<file path="config.mk">
export PLATFORM = sky130hd
export DESIGN_NAME = flash_sequencer
export DESIGN_NICKNAME = d
export VERILOG_FILES = /design/src/rtl/flasher_pkg.sv /design/src/rtl/flash_sequencer_tick_counter.sv /design/src/rtl/flash_sequencer.sv
export SDC_FILE = /design/constraint.sdc
export NUM_CORES = 1
export LEC_CHECK = 0
export CAP_MARGIN = 25
export CORE_AREA = 2 2 52 54
export CTS_BUF_LIST = sky130_fd_sc_hd__clkbuf_4 sky130_fd_sc_hd__clkbuf_8
export DETAILED_ROUTE_END_ITERATION = 8
export DIE_AREA = 0 0 54 56
export GPL_ROUTABILITY_DRIVEN = 0
export PLACE_DENSITY = 0.95
export SYNTH_ARGS = -nofsm -noshare
export SYNTH_HDL_FRONTEND = slang
export SYNTH_SLANG_ARGS = --single-unit
</file>
<file path="constraint.sdc">
create_clock -name clk -period 9.68 [get_ports clk]
set_clock_uncertainty 0.2 [all_clocks]
set_input_delay 1.936 -clock clk [delete_from_list [all_inputs] [get_ports clk]]
set_output_delay 1.936 -clock clk [all_outputs]
set_load 0.005 [all_outputs]
</file>
<file path="src/rtl/flasher_pkg.sv">
// Shared definitions for the light-flasher: one-hot master FSM state codes
// and the default timing parameters of the flash sequencer.
package flasher_pkg;

   localparam int STATE_W = 6;

   localparam logic [STATE_W-1:0] STATE_OFF1 = 6'b000001;
   localparam logic [STATE_W-1:0] STATE_ON   = 6'b000010;
   localparam logic [STATE_W-1:0] STATE_OFF2 = 6'b000100;
   localparam logic [STATE_W-1:0] STATE_F1   = 6'b001000;
   localparam logic [STATE_W-1:0] STATE_OFF3 = 6'b010000;
   localparam logic [STATE_W-1:0] STATE_F2   = 6'b100000;

   localparam int PHASE_TICKS_DEF = 16;
   localparam int RATE_W_DEF      = 3;

   // True only for exactly one of the six legal state codes.
   function automatic logic state_is_valid(input logic [STATE_W-1:0] s);
      logic v;
      case (s)
         STATE_OFF1, STATE_ON, STATE_OFF2,
         STATE_F1, STATE_OFF3, STATE_F2: v = 1'b1;
         default:                        v = 1'b0;
      endcase
      return v;
   endfunction

endpackage

</file>
<file path="src/rtl/flash_sequencer_tick_counter.sv">
// Resettable register primitive plus the enable-driven terminal counter
// used for both the phase timer and the blink divider.
module dffr #(
   parameter int W = 1
) (
   input  logic         clk,
   input  logic         reset,
   input  logic [W-1:0] d,
   output logic [W-1:0] q
);

   // Plain register with synchronous clear.
   always_ff @(posedge clk) begin
      if (reset) begin
         q <= '0;
      end else begin
         q <= d;
      end
   end

endmodule

module tick_counter #(
   parameter int W = 8
) (
   input  logic         clk,
   input  logic         reset,
   input  logic         clr,
   input  logic         en,
   input  logic [W-1:0] terminal,
   output logic [W-1:0] count,
   output logic         done
);

   logic [W-1:0] count_d_s;

   // >= rather than == so a terminal lowered mid-count still ends the count.
   assign done = en & (count >= terminal);

   // Next count: clear wins, terminal restarts from zero, otherwise step on en.
   always_comb begin
      count_d_s = count;
      if (clr) begin
         count_d_s = '0;
      end else if (done) begin
         count_d_s = '0;
      end else if (en) begin
         count_d_s = count + W'(1);
      end else begin
         count_d_s = count;
      end
   end

   dffr #(.W(W)) u_count_reg (
      .clk   (clk),
      .reset (reset),
      .d     (count_d_s),
      .q     (count)
   );

endmodule

</file>
<file path="src/rtl/flash_sequencer.sv">
// Phase timer and blink generator for the light-flasher master FSM: emits the
// one-cycle next pulse after each phase and drives the LED.
module flash_sequencer
   import flasher_pkg::*;
#(
   parameter int PHASE_TICKS = PHASE_TICKS_DEF,
   parameter int PHASE_W     = 16,
   parameter int RATE_W      = RATE_W_DEF
) (
   input  logic               clk,
   input  logic               reset,
   input  logic               tick,
   input  logic               hold,
   input  logic [STATE_W-1:0] state,
   input  logic [RATE_W-1:0]  f1_rate,
   input  logic [RATE_W-1:0]  f2_rate,
   output logic               next,
   output logic               light
);

   localparam int BLINK_W = (1 << RATE_W) - 1;

   logic               state_valid_s;
   logic               flash_s;
   logic               etick_s;
   logic [PHASE_W-1:0] phase_cnt_s;
   logic               phase_done_s;
   logic [RATE_W-1:0]  rate_s;
   logic [BLINK_W-1:0] blink_term_s;
   logic [BLINK_W-1:0] blink_cnt_s;
   logic               blink_done_s;
   logic               blink_clr_s;
   logic               next_r;
   logic               blink_q_r;

   assign state_valid_s = state_is_valid(state);
   assign flash_s       = (state == STATE_F1) | (state == STATE_F2);
   assign etick_s       = tick & ~hold & state_valid_s;
   // Each flash phase restarts lit, including the cycle the FSM is told to advance.
   assign blink_clr_s   = ~flash_s | next_r;

   // Blink rate selection and its terminal count (2^rate - 1).
   always_comb begin
      if (state == STATE_F1) begin
         rate_s = f1_rate;
      end else begin
         rate_s = f2_rate;
      end
      blink_term_s = BLINK_W'((32'd1 << rate_s) - 32'd1);
   end

   tick_counter #(.W(PHASE_W)) u_phase (
      .clk      (clk),
      .reset    (reset),
      .clr      (~state_valid_s),
      .en       (etick_s),
      .terminal (PHASE_W'(PHASE_TICKS - 1)),
      .count    (phase_cnt_s),
      .done     (phase_done_s)
   );

   tick_counter #(.W(BLINK_W)) u_blink (
      .clk      (clk),
      .reset    (reset),
      .clr      (blink_clr_s),
      .en       (etick_s & flash_s),
      .terminal (blink_term_s),
      .count    (blink_cnt_s),
      .done     (blink_done_s)
   );

   // Advance pulse, one cycle after the terminal tick of a phase.
   always_ff @(posedge clk) begin
      if (reset) begin
         next_r <= 1'b0;
      end else begin
         next_r <= phase_done_s;
      end
   end

   // Blink phase flip-flop; restarts lit whenever the blink divider reinitialises.
   always_ff @(posedge clk) begin
      if (reset) begin
         blink_q_r <= 1'b1;
      end else if (blink_clr_s) begin
         blink_q_r <= 1'b1;
      end else if (blink_done_s) begin
         blink_q_r <= ~blink_q_r;
      end else begin
         blink_q_r <= blink_q_r;
      end
   end

   // LED drive decoded directly from the FSM state.
   always_comb begin
      case (state)
         STATE_ON:           light = 1'b1;
         STATE_F1, STATE_F2: light = blink_q_r;
         default:            light = 1'b0;
      endcase
   end

   assign next = next_r;

endmodule
</file>
==> results of run 1 <==
[critical path: cells and delay by family]
kind	cells	cell delay [ns]
AOI/OAI and AO/OA	1	0.15
buffers and inverters	2	0.97
and+or+nand+nor	2	0.84
[power groups by stage]
stage	Clock (mW)	Combinational, mW	Sequential [mW]
after floorplan	0	0.0119	0.105
after global placement	0	0.0210	0.105
after detailed placement	0	0.0224	0.105
after CTS	0.0507	0.0225	0.103
after global routing	0.0563	0.0244	0.103
final	0.0490	0.0224	0.103
[synthesized netlist by cell type (all sizes together) (2+ instances only)]
cell	n
a21o	2
a21oi	11
a31oi	3
a41oi	5
and3	6
buf	3
clkbuf	2
dfxtp	25
ha	10
inv	5
mux2i	6
nand2	9
nand2b	3
nand3	3
nand4	5
nor2	33
nor3	2
nor3b	3
nor4	7
o21a	3
o21ai	4
o21bai	3
or3	2
or4	2
xnor2	5
xor2	5
[flip-flops by register name (all words and copies together) (netlist names)]
signal,cells
next,1
u_blink.u_count_reg.q,7
blink_q_r,1
u_phase.u_count_reg.q,16
[metrics by stage]
step / power [mW] / hold WS (ns) / cells / utilization, %
2_1_floorplan: 0.1171 / 0.2381 / 173 / -
3_3_place_gp: 0.1262 / 0.2582 / 215 / 68.47
3_5_place_dp: 0.1276 / 0.2777 / 215 / 68.47
4_1_cts: 0.1761 / 0.3132 / 219 / 69.75
5_1_grt: 0.1837 / 0.3167 / 219 / 69.75
6_report: 0.1743 / 0.3004 / 219 / 69.75
[cell families after synthesis]
| family | after synthesis | synth area share (%) |
|---|---|---|
| flip-flops | 25 | 33.67 |
| adder cells (fa/ha/maj) | 10 | 8.418 |
| AND/OR/NAND/NOR | 79 | 27.95 |
| XOR/XNOR | 10 | 5.892 |
| buffers and inverters | 10 | 3.199 |
| multiplexers | 6 | 5.976 |
| AO/OA/AOI/OAI | 33 | 14.90 |
[cell type report]
cell class                      instances  area, sq um
Multi-Input combinational cell        138        938.4
Clock buffer                            3        22.52
Tap cell                               30        37.54
Sequential cell                        25        500.5
Timing Repair Buffer                   17        170.2
Fill cell                             184        735.7
Clock inverter                          1        8.758
Inverter                                5        18.77
[worst max-delay path by stage]
stage,start,end,slack [ns]
floorplan,state[1],u_blink.u_count_reg.q[1]$_SDFFE_PP0P_,4.15
global placement,state[1],u_blink.u_count_reg.q[0]$_SDFFE_PP0P_,3.52
detailed placement,state[1],u_blink.u_count_reg.q[5]$_SDFFE_PP0P_,3.33
CTS,state[1],light,3.63
global route,state[1],u_blink.u_count_reg.q[5]$_SDFFE_PP0P_,3.49
finish,state[1],light,3.65
[metal layers]
metal	up-vias	global-route usage, %	wire (um)
met5	-	0	0
met4	0	5.000	15
met3	2	4.301	76
met2	20	37.63	1583
met1	588	25.29	1283
li1	667	-	-
[cells in the final DEF, fill, tap and decap left out, types with 2 or more instances in the layout]
cell type	instances
nor2_1	33
dfxtp_1	25
clkdlybuf4s50_1	17
a21oi_1	10
ha_1	10
nand2_1	9
and3_1	6
nor4_1	6
inv_1	5
xnor2_1	5
nand4_1	5
xor2_1	5
a41oi_1	5
o21ai_0	4
nand2b_1	3
nor3b_1	3
nand3_1	3
o21a_1	3
mux2i_1	3
a31oi_1	3
clkbuf_4	3
mux2i_4	2
nor3_1	2
o21bai_1	2
a21o_1	2
or4_1	2
==> run_results.csv, run 1 <==
group,metric,value,unit
synthesis,synth_cells,173,
sta,tightest_slew,0.6125,ns
critical_path,cp-start-kind,"primary input",
synthesis,syn_area,1486,sq um
synthesis,ys.flop_type,"dfxtp_1",
power,pwr_density_cell,102.8,nW/um^2
worst_hold_path,hold_path_depth,1,
global_route,grt_first_pass_wirelength,4.905,mm
final_layout,fin_nets,216,
drt,drt-wirelength-per-cell,13.51,um
global_route,overflow,0,
global_route,antenna_found_initial,0,
global_route,grt_pass1_vias,1174,
clocking,post_cts_resized,0,
critical_path,required,7.54,ns
sta,min_period_over_period,62.27,%
clocking,clkLatencyLatePin,0.33,ns
clocking,cts_tree,"built",
power,switchingPower,42.59,uW
power,power_frac_comb,12.9,%
clocking,clock_sinks,25,
floorplan,start_util,61.11,%
floorplan,die_w,54,um
synthesis,synth_warnings,0,
critical_path,cp-end-kind,"output port",
sta,slew_headroom,59.12,%
drt,drc_errors,0,
floorplan,die_area,3024,sq um
synthesis,yosysSeqAreaShare,33.67,%
clocking,hold_buffers,0,
clocking,cts_made_buffers,3,
clocking,root_buffer,"clkbuf_4",
drt,viasPerCell,5.831,
drt,drt_wl_total,2.958,mm
critical_path,reg2reg_from,"u_blink.u_count_reg.q[0]$_SDFFE_PP0P_",
synthesis,synth.distinct_cells,39,
placed_design,dpl_worst_slack,3.327,ns
sta,rsz0062_at_grt,"no",
synthesis,synth_area_leaders,"dfxtp_1 34%, ha_1 8.4%, nor2_1 8.3%, a21oi_1 3.4%, mux2i_4 3.0%",
power,internal_power,131.7,uW
floorplan,coreArea,2432,sq um
job,cap_violations,0,
sta,setup_ws,3.652,ns
final_layout,antenna_cells,0,
drt,vias,1277,
worst_hold_path,hold_path_class,"reg2reg",
worst_hold_path,min_from,"next$_SDFF_PP0_",
critical_path,path_class,"in2out",
critical_path,rrSetupSlack,7.44,ns
sta,drv_slew,0,
critical_path,worstPathCellList,"clkdlybuf4s50_1, or3_4, or3_1, o21bai_1, clkdlybuf4s50_1",
final_layout,layout-drive-gt1-share,6.349,%
drt,dr.pass1.iters,4,
critical_path,cp_max_fo,4,
drt,drt_iter0_markers,37,
power,peakVddDrop,0.1278,mV
global_route,track_usage,21.22,%
critical_path,cp.arrival,3.89,ns
critical_path,critPathMaxStageDelay,0.52,ns
global_route,grt_max_degree,17,
outcome,status,"finished clean",
critical_path,r2r_end,"u_blink.u_count_reg.q[5]$_SDFFE_PP0P_",
synthesis,netlist.area_leader.share,33.67,%
synthesis,synth_seq_cells,25,
critical_path,worst-r2r-cell-count,8,
clocking,htreeDepth,1,
sta,tns,0,ns
clocking,clock_path_buffers,2,
placed_design,placed_area,1665,sq um
sta,fmax,0.1659,GHz
power,p_sw_share,24.43,%
drt,ant_nets,0,
synthesis,synth_edf_count,0,
floorplan,rows,18,
worst_hold_path,hold_end,"blink_q_r$_SDFFE_PP1P_",
synthesis,syn_avg_cell_area,8.592,sq um
clocking,path_clk_slew,0.14,ns
synthesis,async_flop_share,0,%
placed_design,hpwl,2.378,mm
synthesis,synth.net_count,199,
synthesis,synth_top_area_cell,"dfxtp_1",
final_layout,design_area,1697,sq um
floorplan,io_pins,18,
power,power.leakage,0.5839,nW
sta,min_period,6.028,ns
clocking,post_cts_buffers,0,
placed_design,port_buffers,17,
critical_path,cpMostUsedCell,"clkdlybuf4s50_1",
final_layout,area_delta_synth_final,14.14,%
critical_path,cp_slowest_cell,"clkdlybuf4s50_1",
floorplan,die_y,56,um
power,pwr-share-clk,28.1,%
power,seqPwrFrac,59.0,%
sta,hold_viol,0,
sta,setup_viol,0,
No activity file was read; power rests on OpenSTA's default activity.
==> run 2, diff against run 1 <==
- CORE_AREA: 2 2 52 54 -> 2 2 57 59
- DIE_AREA: 0 0 54 56 -> 0 0 59 61
- PLACE_DENSITY: 0.95 -> 0.88
- clock period: 9.68 -> 5.4 ns (I/O delays scaled with it)
==> run 2 against run 1 <==
Flip-flop and latch count unchanged. Critical path type is now in2reg. Via count is 1.7% higher. Register-to-register slack got worse by 4.2 ns. Final area increased by 0.59%. Hold slack worse by 0.011 ns. Sequential power up 79%. Setup slack got worse by 3.3 ns. Core utilization shrank 12 points. Largest cell class unchanged. Non-clock buffer count grew 1. Sequential share of layout area fell by 0.17 points. Critical path depth increased by 10. Power is 76% higher.
==> run_results.csv, run 2 (same netlist as run 1, synthesis figures left out) <==
group,metric,value,unit
critical_path,cp-end-kind,"flip-flop",
clocking,htreeDepth,1,
critical_path,cp.arrival,5.15,ns
critical_path,r2r_end,"u_blink.u_count_reg.q[0]$_SDFFE_PP0P_",
drt,ant_nets,0,
floorplan,die_w,59,um
drt,drt-wirelength-per-cell,12.92,um
power,seqPwrFrac,60.1,%
clocking,cts_made_buffers,3,
global_route,grt_first_pass_wirelength,4.857,mm
power,internal_power,234.6,uW
power,power.leakage,0.5840,nW
drt,drt_wl_total,2.882,mm
clocking,post_cts_resized,0,
global_route,grt_pass1_vias,1185,
clocking,cts_tree,"built",
floorplan,rows,20,
global_route,track_usage,17.01,%
sta,min_period_over_period,94.30,%
final_layout,largest_reg_flops,16,
global_route,antenna_found_initial,0,
final_layout,regMostFlops,"u_phase.u_count_reg.q",
sta,hold_viol,0,
clocking,clkLatencyLatePin,0.31,ns
critical_path,cp_max_fo,7,
floorplan,die_area,3599,sq um
clocking,clock_sinks,25,
placed_design,port_buffers,17,
critical_path,rrSetupSlack,3.20,ns
global_route,overflow,0,
sta,rsz0062_at_grt,"no",
critical_path,crit_start,"state[1]",
critical_path,required,5.46,ns
sta,tns,0,ns
power,pwr_density_cell,180.0,nW/um^2
drt,drc_errors,0,
final_layout,antenna_cells,0,
placed_design,place_inst,219,
sta,drv_slew,0,
critical_path,reg2reg_from,"u_blink.u_count_reg.q[0]$_SDFFE_PP0P_",
power,switchingPower,72.51,uW
sta,tightest_slew,0.6386,ns
floorplan,start_util,50.34,%
final_layout,layout-drive-gt1-share,6.842,%
drt,viasPerCell,5.825,
clocking,hold_buffers,0,
placed_design,hpwl,2.268,mm
floorplan,die_y,61,um
final_layout,mostFrequentLayoutCell,"nor2_1",
drt,dr.pass1.iters,4,
sta,fmax,0.1964,GHz
clocking,clock_path_buffers,2,
final_layout,reg.largest.list,"u_phase.u_count_reg.q (16), u_blink.u_count_reg.q (7)",
sta,min_period,5.092,ns
job,cap_violations,0,
drt,drt_iter0_markers,57,
final_layout,layoutNonFillerInstCount,223,
final_layout,fin_nets,217,
worst_hold_path,min_from,"next$_SDFF_PP0_",
worst_hold_path,hold_path_class,"reg2reg",
final_layout,final_cell_mix,"33 x nor2_1, 25 x dfxtp_1, 17 x clkdlybuf4s50_1",
power,power_frac_comb,13.1,%
clocking,root_buffer,"clkbuf_4",
global_route,grt_max_degree,17,
final_layout,area_delta_synth_final,14.81,%
clocking,post_cts_buffers,0,
critical_path,cp-endpoint,"u_blink.u_count_reg.q[0]$_SDFFE_PP0P_",
critical_path,cp-start-kind,"primary input",
outcome,status,"finished clean",
power,peakVddDrop,0.1344,mV
floorplan,io_pins,18,
power,pwr-share-clk,26.9,%
clocking,path_clk_slew,0.13,ns
drt,vias,1299,
sta,setup_viol,0,
floorplan,coreArea,2953,sq um
critical_path,worst-r2r-cell-count,8,
sta,slew_headroom,57.38,%
power,p_sw_share,23.61,%
critical_path,path_class,"in2reg",
## run 2: cell types whose count changed in the layout (fill, tap and decap cells not counted)
cell        previous run  this run
clkinvlp_4             0         1
buf_4                  0         1
inv_6                  1         0
## run 2: final cells by class
class	instances	area (sq um)
Timing Repair Buffer	18	177.7
Inverter	5	18.77
Sequential cell	25	500.5
Multi-Input combinational cell	138	938.4
Fill cell	255	1246
Clock buffer	3	22.52
Clock inverter	1	7.507
Tap cell	33	41.29
## run 2: worst max-delay path, stage by stage
cell	delay [ns]
clkdlybuf4s50_1	0.46
or3_4	0.44
or4b_1	0.66
mux2i_2	0.31
and2_1	0.20
nand2_1	0.09
ha_1	0.22
nor3b_1	0.23
a21oi_2	0.05
ha_1	0.30
a21oi_1	0.14
o21ai_0	0.09
o21a_1	0.21
or4_1	0.53
nor2_1	0.14
## run 2: metal layers
metal / track usage [%] / wire length (um) / share of wire [%] / vias to the layer above
li1: - / - / - / 662
met1: 21.33 / 1242 / 43 / 594
met2: 31.27 / 1497 / 52 / 36
met3: 2.132 / 110 / 3.8 / 7
met4: 3.571 / 31 / 1.1 / 0
met5: 0 / 0 / 0 / -
## run 2: worst min-delay path by stage
stage,end,slack (ns),cells after the start
5_1_grt,u_phase.u_count_reg.q[15]$_SDFFE_PP0P_,0.33,2
3_3_place_gp,blink_q_r$_SDFFE_PP1P_,0.26,1
2_1_floorplan,u_phase.u_count_reg.q[15]$_SDFFE_PP0P_,0.24,2
4_1_cts,blink_q_r$_SDFFE_PP1P_,0.29,1
3_5_place_dp,blink_q_r$_SDFFE_PP1P_,0.26,1
6_report,blink_q_r$_SDFFE_PP1P_,0.29,1
## run 2: power by group through the flow
stage | clock network, mW | registers (mW) | logic [mW]
global placement | 0 | 0.189 | 0.0390
detailed placement | 0 | 0.189 | 0.0402
floorplan | 0 | 0.189 | 0.0213
global route | 0.0905 | 0.185 | 0.0444
CTS | 0.0847 | 0.184 | 0.0404
finish | 0.0825 | 0.184 | 0.0402
## run 2: through the flow
step           total power, mW  instance area [sq um]  utilization, %  hold slack [ns]  worst slack, ns
4_1_cts                 0.3096                   1707           57.80           0.2948           0.2832
3_5_place_dp            0.2288                   1677           56.78           0.2606         -0.04957
2_1_floorplan           0.2098                   1486               -           0.2381           0.7210
3_3_place_gp            0.2275                   1677           56.78           0.2567           0.1054
6_report                0.3071                   1707           57.80           0.2898           0.3080
5_1_grt                 0.3195                   1707           57.80           0.3330          0.03589
